<file path="config.mk">
export PLATFORM = sky130hd
export DESIGN_NAME = token_parser
export DESIGN_NICKNAME = d
export VERILOG_FILES = /design/src/rtl/token_parser.sv
export SDC_FILE = /design/constraint.sdc
export NUM_CORES = 1
export LEC_CHECK = 0
export ABC_AREA = 0
export CORE_MARGIN = 2
export CORE_UTILIZATION = 61
export DETAILED_ROUTE_END_ITERATION = 8
export HOLD_SLACK_MARGIN = 0.03
export PLACE_DENSITY = 0.87
export SETUP_SLACK_MARGIN = 0.5
export SLEW_MARGIN = 10
export SYNTH_ARGS = -nofsm -noshare
export SYNTH_HDL_FRONTEND = slang
export SYNTH_SLANG_ARGS = --single-unit
export TNS_END_PERCENT = 5
</file>
<file path="constraint.sdc">
create_clock -name tck -period 7.3 [get_ports tck]
set_input_delay 1.825 -clock tck [delete_from_list [all_inputs] [get_ports tck]]
set_output_delay 1.825 -clock tck [all_outputs]
set_load 0.1 [all_outputs]
</file>
<file path="src/rtl/token_parser.sv">
// ASCII token parser: turns a byte stream of decimal numbers, operators and line
// breaks into registered token beats with line tracking and sticky error flags.
module token_parser #(
    parameter int unsigned VALUE_WIDTH = 16,
    parameter int unsigned LINE_WIDTH  = 8
) (
    input  logic                   tck,
    input  logic                   rst_n,
    input  logic [7:0]             in_data,
    input  logic                   in_valid,
    output logic                   tok_valid,
    output logic                   tok_has_num,
    output logic [VALUE_WIDTH-1:0] tok_value,
    output logic [1:0]             tok_term,
    output logic [LINE_WIDTH-1:0]  tok_line,
    output logic                   overflow,
    output logic                   bad_char
);

    localparam int unsigned WIDE_W = VALUE_WIDTH + 4;

    localparam logic [0:0] IDLE   = 1'b0;
    localparam logic [0:0] NUMBER = 1'b1;

    localparam logic [1:0] TERM_SPACE = 2'b00;
    localparam logic [1:0] TERM_PLUS  = 2'b01;
    localparam logic [1:0] TERM_STAR  = 2'b10;
    localparam logic [1:0] TERM_EOL   = 2'b11;

    logic [0:0]             state_q, state_d;
    logic [VALUE_WIDTH-1:0] acc_q, acc_d;
    logic [LINE_WIDTH-1:0]  line_cnt_q, line_cnt_d;

    logic                   valid_d;
    logic                   has_num_d;
    logic [VALUE_WIDTH-1:0] value_d;
    logic [1:0]             term_d;
    logic [LINE_WIDTH-1:0]  line_d;
    logic                   overflow_d;
    logic                   bad_char_d;

    logic                   is_digit, is_space, is_plus, is_star, is_lf, is_cr, is_bad;
    logic [WIDE_W-1:0]      wide;

    // Byte classification
    assign is_digit = (in_data >= 8'h30) && (in_data <= 8'h39);
    assign is_space = (in_data == 8'h20);
    assign is_plus  = (in_data == 8'h2B);
    assign is_star  = (in_data == 8'h2A);
    assign is_lf    = (in_data == 8'h0A);
    assign is_cr    = (in_data == 8'h0D);
    assign is_bad   = !(is_digit || is_space || is_plus || is_star || is_lf || is_cr);

    // Widened accumulate so any carry out of VALUE_WIDTH is visible
    assign wide = WIDE_W'(acc_q) * WIDE_W'(10) + WIDE_W'(in_data[3:0]);

    always_ff @(posedge tck or negedge rst_n) begin
        if (!rst_n) begin
            state_q     <= IDLE;
            acc_q       <= '0;
            line_cnt_q  <= '0;
            tok_valid   <= 1'b0;
            tok_has_num <= 1'b0;
            tok_value   <= '0;
            tok_term    <= TERM_SPACE;
            tok_line    <= '0;
            overflow    <= 1'b0;
            bad_char    <= 1'b0;
        end else begin
            state_q     <= state_d;
            acc_q       <= acc_d;
            line_cnt_q  <= line_cnt_d;
            tok_valid   <= valid_d;
            tok_has_num <= has_num_d;
            tok_value   <= value_d;
            tok_term    <= term_d;
            tok_line    <= line_d;
            overflow    <= overflow_d;
            bad_char    <= bad_char_d;
        end
    end

    always_comb begin
        state_d    = state_q;
        acc_d      = acc_q;
        line_cnt_d = line_cnt_q;
        valid_d    = 1'b0;
        has_num_d  = tok_has_num;
        value_d    = tok_value;
        term_d     = tok_term;
        line_d     = tok_line;
        overflow_d = overflow;
        bad_char_d = bad_char;

        if (in_valid && !is_cr) begin
            if (is_digit) begin
                if (state_q == IDLE) begin
                    acc_d   = VALUE_WIDTH'(in_data[3:0]);
                    state_d = NUMBER;
                end else if (wide[WIDE_W-1:VALUE_WIDTH] != '0) begin
                    acc_d      = '1;
                    overflow_d = 1'b1;
                end else begin
                    acc_d = wide[VALUE_WIDTH-1:0];
                end
            end else begin
                if (is_bad) begin
                    bad_char_d = 1'b1;
                end
                if (state_q == NUMBER) begin
                    // Invalid bytes terminate a number like a space
                    valid_d   = 1'b1;
                    has_num_d = 1'b1;
                    value_d   = acc_q;
                    line_d    = line_cnt_q;
                    term_d    = is_lf   ? TERM_EOL  :
                                is_plus ? TERM_PLUS :
                                is_star ? TERM_STAR : TERM_SPACE;
                    acc_d     = '0;
                    state_d   = IDLE;
                end else if (is_plus || is_star || is_lf) begin
                    valid_d   = 1'b1;
                    has_num_d = 1'b0;
                    value_d   = '0;
                    line_d    = line_cnt_q;
                    term_d    = is_lf ? TERM_EOL : (is_plus ? TERM_PLUS : TERM_STAR);
                end
                if (is_lf) begin
                    line_cnt_d = line_cnt_q + LINE_WIDTH'(1);
                end
            end
        end
    end

endmodule
</file>
Word level (Yosys, flattened, before mapping) --
Cells that the tools add are included.
Word-level totals: flip-flop bits (word level) 55, bits of input ports 11, output and inout bits 30, logic and storage cells 62
Cells by class: add/sub/neg operators 2, multiply operators 1, magnitude comparators 2, equality and inequality tests 5, multiplexer cells 22, bitwise gates (word level) 2, reduce and logical (&&, ||, !) cells 18
Operators by type and width (count):
- two-way mux 16 bit | 6
- equality test 8 x 6 -> 1 bit, second input constant | 3
- adder 20 x 4 -> 20 bit | 1
- multiplier 16 x 3 -> 19 bit, second input constant | 1
- equality test 8 x 4 -> 1 bit, second input constant | 2
- two-way mux 8 bit | 2
- two-way mux 2 bit | 7
- AND reduction 3 bit | 3
- adder 8 x 1 -> 8 bit, second input constant | 1
- greater-or-equal comparator 8 x 6 -> 1 bit, second input constant | 1
- less-or-equal comparator 8 x 6 -> 1 bit, second input constant | 1
- logical OR 1 bit | 7
- two-way mux 1 bit | 7
- AND reduction 4 bit | 1
- nonzero test 2 bit | 2
- nonzero test 4 bit | 1
- logical AND 1 bit | 2
- inverter 1 bit | 2
- AND reduction 2 bit | 1
- zero test 1 bit | 1

Depth between registers and ports, before layout --
Gate-level depths: netlist (run 1).
depth after elaboration 9, depth in mapped cells 14, mapped depth without buffers 13

Least setup slack after synthesis (run 1) --
Ideal clock, no wire load.
kind input -> register, start point input port in_data[1], end point register acc_q[15], setup time 0.126 ns, arrival 4.094 ns, data required time 7.174 ns, setup slack 3.080 ns, stages 12, buffers on the path 0, cell sequence ha_1 -> inv_1 -> fa_1 -> nor2b_1 -> o21ai_0 -> or3b_1 -> nor3b_1 -> o211ai_1 -> nor2_1 -> nand3_1 -> xnor2_1 -> a221o_1
On the way: word-level cells in the longest chain between the ends 5, elaborated cells between the ends (all ways) 13, those cells by class 1 x add/sub; 2 x order compare; 1 x eq/ne; 3 x mux; 6 x reduce/logical
Ends and longest elaborated chain:
- from (decl) | line 9 | input logic [7:0] in_data,
- adder 20 x 4 -> 20 bit | line 55 | assign wide = WIDE_W'(acc_q) * WIDE_W'(10) + WIDE_W'(in_data[3:0]);
- nonzero test 4 bit | line 100 | end else if (wide[WIDE_W-1:VALUE_WIDTH] != '0) begin
- two-way mux 16 bit | line 100
- two-way mux 16 bit | line 97 | if (state_q == IDLE) begin
- two-way mux 16 bit | line 96 | if (is_digit) begin
- to (signal assigned) | line 60 | acc_q <= '0;
- to (signal assigned) | line 71 | acc_q <= acc_d;
- to (decl) | line 31 | logic [VALUE_WIDTH-1:0] acc_q, acc_d;
Several ways; a longest one is shown, not always the timed one. A chain may end at the register's enable or synchronous reset.

Worst setup path after layout (run 1) --
start point input port in_data[1], end point register acc_q[7]
The elaborated chain is that of the path after synthesis.

==> impl_metrics.ini, run 1 <==
[run_status]
outcome = complete, no violations

[sta]
rsz0062_at_grt = no
final-hold-violation-count = 0
setup-tns-final_ns = 0
min_period_over_period_pct = 69.6
period_minus_slack_ns = 5.08
final-setup-viol-count = 0
fmax_mhz = 197
worst_slew_pin_slew_ns = 1.17
clock_skew_ns = 0.0122
timing.slew.headroom_pct = 22.1
slew_viol_final = 0

[setup_path]
path_delay_family = compound AO/OA/AOI/OAI gates
cp-start-kind = primary input
cp_slowest_stage_delay_ns = 0.59
path_max_fanout = 15
crit_required_ns = 7.55
worstSetupPathType = primary input to flip-flop
cpMaxStageDelayCell = clkdlybuf4s50_1
critPathCaptureType = flip-flop
path_cells = clkdlybuf4s50_1 -> ha_1 -> inv_1 -> fa_1 -> nor2b_1 -> o21ai_0 -> or3b_1 -> nor3b_1 -> o211ai_1 -> nand2_1 -> mux2i_1 -> a21oi_2 -> a221o_1
critPathArrivalTime_ns = 5.33
critPathBufInv = 2

[placed_design]
dpl_cell_area_mm2 = 0.00393
dp.cells = 450
dp_hpwl_um = 5620
gp_congestion = 0.835
place.port_buffers = 40

[logic_synthesis]
synth_area_per_cell_um2 = 9.96
synth_top_cell_by_area = dfrtp_1
yosysTopAreaCellShare_pct = 39.5
synthXorXnorAreaFrac_pct = 6.53
synth_edf_count = 0
synth_nets = 395
synth.area.top_cells = dfrtp_1 39%, ha_1 11%, nand2_1 4.8%
syn_inst = 350
netlist_area_mm2 = 0.00349
synthSimpleGateAreaFrac_pct = 16.4
async_reset_ff_share_pct = 100
yosysMostFrequentCell = dfrtp_1
yosys_warnings = 0
synth_flop_cell = dfrtp_1
synth_compound_area_share_pct = 20.5
synth_top_family_by_area = compound AO/OA/AOI/OAI gates
ys_seq_area_share_pct = 39.5
ys_ff_latch = 55
synthMuxAreaShare_pct = 1.18
synthAdderAreaFrac_pct = 12.6
ys_top_cells_by_count = 55 x dfrtp_1, 45 x nand2_1, 32 x ha_1, 19 x xnor2_1, 17 x a22o_1
synth_cell_types = 59

[floorplanning]
core_area_mm2 = 0.00551
rows = 27
ioPinCount = 41
initial_utilization_pct = 63.3
die_area_mm2 = 0.00634
die_h_um = 79.6
die_w_um = 79.6

[clock_network]
h-tree-depth = 2
clock_latency_ns = 0.32
clockBufferDepth = 2
clk_pin_slew_ns = 0.11
cts-root-buf = clkbuf_8
cts_setup_buffers = 0
cts_tree = yes
cts_made_buffers = 5
numClockSinks = 55
cts_hold_buf = 0
cts-resized-gates = 0

[drt]
viasPerCell = 6.08
drt-total-wl_um = 7600
drt_iter0_drc = 189
dr.pass1.iters = 4
wl_per_cell_um = 16.6
antenna_left = 0
route.detailed.drc = 0
vias = 2783

[hold_path]
min_path_type = flip-flop to flip-flop

[cells_and_area]
fin_area_mm2 = 0.00403
final_nets = 430
drive_gt1_share_pct = 6.74
final_core_util_pct = 73.2
final_cells = 458
area_growth_pct = 15.6
antenna_cells = 0

[flow_run]
max_cap_violations = 0

[global_route]
antenna_found_initial = 0
grt_pass1_vias = 2676
grt_max_degree = 56
grt_usage_pct = 26.2
grt_pass1_wl_um = 13100
grt-ovfl-total = 0

[power]
ir_drop_mv = 0.123
p_leak_nw = 1.94
finalPower_mw = 0.687
power_density_mw_per_mm2 = 171
layout by cell type, fill, tap and decap left out, types with 3 or more instances in the layout:
| cell | n |
|---|---|
| a21o_1 | 6 |
| a21oi_1 | 13 |
| a21oi_2 | 4 |
| a221o_1 | 11 |
| a22o_1 | 17 |
| and2_1 | 5 |
| and3_1 | 5 |
| clkbuf_8 | 5 |
| clkdlybuf4s50_1 | 39 |
| dfrtp_1 | 55 |
| ha_1 | 32 |
| inv_1 | 14 |
| mux2i_1 | 3 |
| nand2_1 | 45 |
| nand3_1 | 7 |
| nand4_1 | 5 |
| nor2_1 | 16 |
| nor3_1 | 4 |
| nor3b_1 | 5 |
| o211ai_1 | 3 |
| o21ai_0 | 12 |
| or3_1 | 3 |
| xnor2_1 | 19 |
| xor2_1 | 7 |
sequential cells by signal, summed over array words and instances (netlist names):
signal,flops
acc_q,16
bad_char,1
line_cnt_q,8
tok_line,8
tok_has_num,1
tok_term,2
overflow,1
state_q,1
tok_value,16
tok_valid,1
kinds of logic (layout without fill, tap and decap cells):
kind of cell	count (synthesis)	count (layout)
flip-flops	55	55
multiplexers	4	4
XOR/XNOR	26	26
AND/OR/NAND/NOR	113	113
adder cells (fa/ha/maj)	34	34
buffers and inverters	28	64
AO/OA/AOI/OAI	90	90
power by group:
| part | total, mW | leakage, nW | switching, mW | internal (mW) |
|---|---|---|---|---|
| Sequential | 0.328 | 0.747 | 0.0119 | 0.316 |
| Clock | 0.180 | 0.0463 | 0.109 | 0.0707 |
| Combinational | 0.180 | 1.14 | 0.120 | 0.0594 |
| Total | 0.687 | 1.94 | 0.241 | 0.446 |
stage by stage:
| step | setup slack [ns] | hold slack [ns] |
|---|---|---|
| 6_report | 2.22 | 0.476 |
| 5_1_grt | 1.87 | 0.493 |
| 4_1_cts | 2.25 | 0.473 |
| 3_5_place_dp | 1.97 | 0.450 |
| 3_3_place_gp | 2.17 | 0.446 |
| 2_1_floorplan | 3.08 | 0.445 |
routing by layer:
layer	share of wire [%]	GRT usage (%)
met1	45	37.9
met2	49	41.5
met3	4.7	3.17
met4	1.2	7.41
met5	0	0
worst paths after layout:
kind,slack [ns],cells past startpoint,endpoint,start
setup / recovery,2.22,13,acc_q[7],in_data[1]
hold / removal,0.48,1,bad_char,bad_char
setup reg to reg,3.18,13,acc_q[2],acc_q[1]
hold reg to reg,0.48,1,bad_char,bad_char
max in group asynchronous,5.22,2,acc_q[3],rst_n
min in group asynchronous,1.60,2,tok_value[15],rst_n
final cells by class:
class,count,area (um^2)
Inverter,15,56.3
Multi-Input combinational cell,267,2010
Fill cell,382,1480
Clock buffer,5,68.8
Timing Repair Buffer,41,403
Sequential cell,55,1380
Clock inverter,3,27.5
Tap cell,72,90.1
(Power assumes the default switching activity.)
==> run 2, diff against run 1 <==
--- a/config.mk
+++ b/config.mk
@@ -7,10 +7,10 @@
 export LEC_CHECK = 0
 export ABC_AREA = 0
 export CORE_MARGIN = 2
-export CORE_UTILIZATION = 61
+export CORE_UTILIZATION = 51
 export DETAILED_ROUTE_END_ITERATION = 8
 export HOLD_SLACK_MARGIN = 0.03
-export PLACE_DENSITY = 0.87
+export PLACE_DENSITY = 0.78
 export SETUP_SLACK_MARGIN = 0.5
 export SLEW_MARGIN = 10
 export SYNTH_ARGS = -nofsm -noshare
==> constraint.sdc (replaced) <==
create_clock -name tck -period 4.59 [get_ports tck]
set_input_delay 1.1475 -clock tck [delete_from_list [all_inputs] [get_ports tck]]
set_output_delay 1.1475 -clock tck [all_outputs]
set_load 0.1 [all_outputs]
==> impl_metrics.ini, run 2 (synthesis results as in run 1) <==
[drt]
vias = 2738
dr_wl_met3_um = 215
drt-total-wl_um = 7320
dr.pass1.iters = 6
top_layer = met4
wl_per_cell_um = 15.4
viasPerCell = 5.78
wl_met2_um = 3450
route.detailed.drc = 0
antenna_left = 0
wl_met1_um = 3550
drt_iter0_drc = 196

[power]
ir_drop_mv = 0.125
combPwrFrac_pct = 26.3
p_leak_nw = 1.98
pwr-share-seq_pct = 47.4
power.clock.fraction_pct = 26.3
swShare_pct = 33.2
p_int_mw = 0.737
power_density_mw_per_mm2 = 265
p_switching_mw = 0.365

[clock_network]
cts_tree = yes
numClockSinks = 55
clk_pin_slew_ns = 0.09
clock_latency_ns = 0.30
clockBufferDepth = 2
cts_made_buffers = 5
h-tree-depth = 2
cts-root-buf = clkbuf_8

[placed_design]
place.port_buffers = 40
gp_congestion = 0.832
dp_hpwl_um = 5670

[cells_and_area]
antenna_cells = 0
area_growth_pct = 19.2
final_cell_mix = 55 x dfrtp_1, 45 x nand2_1, 39 x clkdlybuf4s50_1
final_nets = 438
largestRegisters = acc_q: 16 flops, tok_value: 16 flops
layout_commonest_cell = dfrtp_1
drive_gt1_share_pct = 9.90

[setup_path]
critPathCaptureType = flip-flop
worst_r2r_path_depth = 14
reg2reg_to = acc_q[2]
cp-start-kind = primary input
critPathArrivalTime_ns = 4.18
cp-startpoint = in_data[1]
worstSetupPathType = primary input to flip-flop
path_max_fanout = 15
r2r_slack_ns = 0.69
crit_end = acc_q[9]
r2r-start = acc_q[1]
crit_required_ns = 4.83

[global_route]
grt_pass1_vias = 2542
grt_usage_pct = 19.9
grt-ovfl-total = 0
grt_max_degree = 38
antenna_found_initial = 0
grt_pass1_wl_um = 12000

[floorplanning]
die_w_um = 86.7
core_area_mm2 = 0.00672
die_h_um = 86.7
die_area_mm2 = 0.00751
initial_utilization_pct = 51.9
rows = 30
ioPinCount = 41

[sta]
period_minus_slack_ns = 3.93
setup-tns-final_ns = 0
fmax_mhz = 254
min_period_over_period_pct = 85.7
final-hold-violation-count = 0
whs_ns = 0.466
rsz0062_at_grt = yes
final-setup-viol-count = 0
clock_skew_ns = 0.00694
worst_slew_pin_slew_ns = 1.02
slew_viol_final = 0
timing.slew.headroom_pct = 32.0

[hold_path]
min_path_type = flip-flop to flip-flop
hold_path_depth = 1

[flow_run]
max_cap_violations = 0

[run_status]
outcome = complete, no violations
## run 2: critical path: stages
cell and delay, ns:
clkdlybuf4s50_1 0.51, ha_1 0.18, inv_1 0.06, fa_1 0.37
nor2b_1 0.15, o21ai_0 0.13, or3b_1 0.43, nor3b_2 0.24
o211ai_1 0.19, buf_4 0.19, nand2_1 0.07, mux2i_2 0.10
a21oi_4 0.16, buf_12 0.15, a221o_1 0.11
## run 2: worst min-delay path by stage
stage                   from       endpoint  slack, ns
2_1_floorplan  line_cnt_q[7]  line_cnt_q[7]       0.45
3_3_place_gp        bad_char       bad_char       0.45
3_5_place_dp        bad_char       bad_char       0.45
4_1_cts             bad_char       bad_char       0.47
5_1_grt          tok_line[6]    tok_line[6]       0.50
6_report            bad_char       bad_char       0.47
## run 2: what timing repair did
item / in CTS / in global routing
pin swaps: 0 / 4
endpoints found under the setup margin: 15 / 15
setup buffers: 0 / 3
hold buffers: 0 / 0
gates cloned: 0 / 0
gates resized for setup: 1 / 5
## run 2: per-layer routing
metal	up-vias	global-route usage (%)
met2	51	30.9
met1	1315	29.7
li1	1364	-
met3	8	2.38
met4	0	4.83
met5	-	0
## run 2: layout make-up
| class | instances | area [um^2] |
|---|---|---|
| inverters | 15 | 56.3 |
| well taps | 80 | 100 |
| fillers | 571 | 2560 |
| clock inverters | 1 | 7.51 |
| flip-flops and latches | 55 | 1380 |
| clock buffers | 7 | 96.3 |
| repair buffers | 49 | 475 |
| multi-input cells | 267 | 2040 |
## run 2: per-stage QoR
| step | instance area, um^2 | cells | setup WS (ns) | util (%) | power (mW) |
|---|---|---|---|---|---|
| floorplan | 3490 | 350 | 1.05 | - | 0.738 |
| global placement | 3980 | 463 | 0.259 | 59.3 | 0.817 |
| detailed placement | 3980 | 463 | 0.130 | 59.3 | 0.823 |
| CTS | 4090 | 471 | 0.575 | 60.9 | 1.10 |
| global route | 4160 | 474 | 0.464 | 61.9 | 1.15 |
| finish | 4160 | 474 | 0.656 | 61.9 | 1.10 |
## run 2: power by group through the flow
stage | sequential (mW) | combinational, mW | clock, mW
3_5_place_dp | 0.532 | 0.290 | 0
5_1_grt | 0.525 | 0.314 | 0.309
4_1_cts | 0.523 | 0.291 | 0.290
2_1_floorplan | 0.619 | 0.119 | 0
3_3_place_gp | 0.532 | 0.285 | 0
6_report | 0.523 | 0.290 | 0.290
==> run 3, diff against run 2 <==
--- a/config.mk
+++ b/config.mk
@@ -7,10 +7,11 @@
 export LEC_CHECK = 0
 export ABC_AREA = 0
 export CORE_MARGIN = 2
-export CORE_UTILIZATION = 51
+export CORE_UTILIZATION = 61
 export DETAILED_ROUTE_END_ITERATION = 8
+export GPL_ROUTABILITY_DRIVEN = 0
 export HOLD_SLACK_MARGIN = 0.03
-export PLACE_DENSITY = 0.78
+export PLACE_DENSITY = 0.87
 export SETUP_SLACK_MARGIN = 0.5
 export SLEW_MARGIN = 10
 export SYNTH_ARGS = -nofsm -noshare
==> constraint.sdc (replaced) <==
create_clock -name tck -period 4.85 [get_ports tck]
set_input_delay 1.2125 -clock tck [delete_from_list [all_inputs] [get_ports tck]]
set_output_delay 1.2125 -clock tck [all_outputs]
set_load 0.1 [all_outputs]
==> impl_metrics.ini, run 3 (synthesis results as in run 1) <==
[setup_path]
crit_end = acc_q[15]
cp.depth = 13
worst_r2r_path_depth = 14
path_cells = clkdlybuf4s50_1 -> ha_1 -> inv_1 -> fa_1 -> nor2b_1 -> o21ai_0 -> or3b_1 -> nor3b_2 -> o211ai_1 -> nor2_1 -> nand3_1 -> xnor2_1 -> a221o_1
cpMaxStageDelayCell = clkdlybuf4s50_1
critPathArrivalTime_ns = 4.34
r2r_slack_ns = 0.81
cp-start-kind = primary input
path_delay_family = simple AND/OR/NAND/NOR gates
path_max_fanout = 7
cp-startpoint = in_data[1]
r2r-start = acc_q[1]
critPathBufInv = 2
critPathCaptureType = flip-flop
cp_slowest_stage_delay_ns = 0.59
crit_required_ns = 5.05
worstSetupPathType = primary input to flip-flop
reg2reg_to = acc_q[2]

[clock_network]
clock_latency_ns = 0.31
clk_pin_slew_ns = 0.10
clockBufferDepth = 2
cts_tree = yes
numClockSinks = 55
cts_setup_buffers = 0
cts_made_buffers = 5
cts_hold_buf = 0
h-tree-depth = 2
cts-root-buf = clkbuf_8

[cells_and_area]
largestRegisters = acc_q: 16 flops, tok_value: 16 flops
final_core_util_pct = 73.4
layout_commonest_cell = dfrtp_1
final_cell_mix = 55 x dfrtp_1, 45 x nand2_1, 39 x clkdlybuf4s50_1
fin_area_mm2 = 0.00404
antenna_cells = 0
final_nets = 432
drive_gt1_share_pct = 7.22
num-fill-cells = 412
area_growth_pct = 16.0

[power]
power_density_mw_per_mm2 = 253
ir_drop_mv = 0.198
p_leak_nw = 1.95

[global_route]
grt_max_degree = 31
grt-ovfl-total = 0
grt_pass1_wl_um = 12700
antenna_found_initial = 0
grt_usage_pct = 25.7
grt_pass1_vias = 2598

[drt]
drt-total-wl_um = 7710
vias = 2775
viasPerCell = 6.03
drt_iter0_drc = 149
route.detailed.drc = 0
antenna_left = 0
wl_per_cell_um = 16.8
dr.pass1.iters = 5

[floorplanning]
die_area_mm2 = 0.00634
core_area_mm2 = 0.00551
initial_utilization_pct = 63.3
ioPinCount = 41
rows = 27
die_w_um = 79.6
die_h_um = 79.6

[sta]
final-setup-viol-count = 0
timing.slew.headroom_pct = 31.7
fmax_mhz = 241
clock_skew_ns = 0.00544
rsz0062_at_grt = no
period_minus_slack_ns = 4.14
slew_viol_final = 0
setup-tns-final_ns = 0
worst_slew_pin_slew_ns = 1.02
final-hold-violation-count = 0
postLayoutSetupSlackWorst_ns = 0.707
min_period_over_period_pct = 85.4

[placed_design]
dp_hpwl_um = 5790
dpl_cell_area_mm2 = 0.00395
pre_cts_ws_ns = 0.320
place.port_buffers = 40

[run_status]
outcome = complete, no violations

[hold_path]
min_path_type = flip-flop to flip-flop

[flow_run]
max_cap_violations = 0
## run 3: changes by cell type in the layout (fill, tap and decap cells not counted), sizes merged
cell	before	now
buf	10	4
clkbuf	7	6
clkinv	0	2
clkinvlp	1	0
## run 3: what timing repair did
| action | CTS | global route |
|---|---|---|
| gates resized for setup | 0 | 1 |
| endpoints found under the setup margin | 0 | 1 |
| endpoints found under the hold margin | 0 | 0 |
## run 3: final cells by class
| cell class | count | area (um^2) | area share (%) |
|---|---|---|---|
| inverters | 15 | 56.3 | 1.39 |
| multi-input cells | 267 | 2010 | 49.8 |
| well taps | 72 | 90.1 | 2.23 |
| flip-flops and latches | 55 | 1380 | 34.0 |
| clock inverters | 2 | 17.5 | 0.433 |
| repair buffers | 43 | 418 | 10.3 |
| clock buffers | 6 | 72.6 | 1.79 |
## run 3: worst reg2reg max path: stages, from the launching register on
cell	delay [ns]
dfrtp_1	0.46
ha_1	0.32
ha_1	0.19
inv_1	0.06
fa_1	0.39
nand2b_2	0.24
a211oi_4	0.30
o2111ai_1	0.24
a311oi_1	0.42
xor2_1	0.32
nand2_1	0.08
mux2i_1	0.24
a21oi_2	0.11
buf_4	0.20
or3_1	0.36
## run 3: per-layer routing
layer / routed length [um] / track usage (%) / vias to the layer above
met5: 0 / 0 / -
met4: 176 / 9.66 / 0
met3: 293 / 3.62 / 17
met2: 3720 / 39.9 / 76
met1: 3520 / 36.7 / 1328
li1: - / - / 1354
## run 3: metrics by stage
step / cells / total power, mW / hold WS (ns)
2_1_floorplan: 350 / 0.698 / 0.445
3_3_place_gp: 452 / 0.767 / 0.447
3_5_place_dp: 452 / 0.774 / 0.448
4_1_cts: 460 / 1.03 / 0.470
5_1_grt: 460 / 1.07 / 0.491
6_report: 460 / 1.02 / 0.470
## run 3: worst min-delay path by stage
stage / from / endpoint / slack (ns) / cells after the start
2_1_floorplan: line_cnt_q[7] / line_cnt_q[7] / 0.45 / 1
3_5_place_dp: bad_char / bad_char / 0.45 / 1
6_report: bad_char / bad_char / 0.47 / 1
5_1_grt: bad_char / bad_char / 0.49 / 1
4_1_cts: bad_char / bad_char / 0.47 / 1
3_3_place_gp: bad_char / bad_char / 0.45 / 1
## run 3: power breakdown
| group | switching, mW | leakage [nW] | total [mW] | internal (mW) |
|---|---|---|---|---|
| sequential | 0.0192 | 0.747 | 0.495 | 0.476 |
| clock | 0.153 | 0.0454 | 0.257 | 0.104 |
| combinational | 0.181 | 1.16 | 0.271 | 0.0891 |
| total | 0.353 | 1.95 | 1.02 | 0.669 |
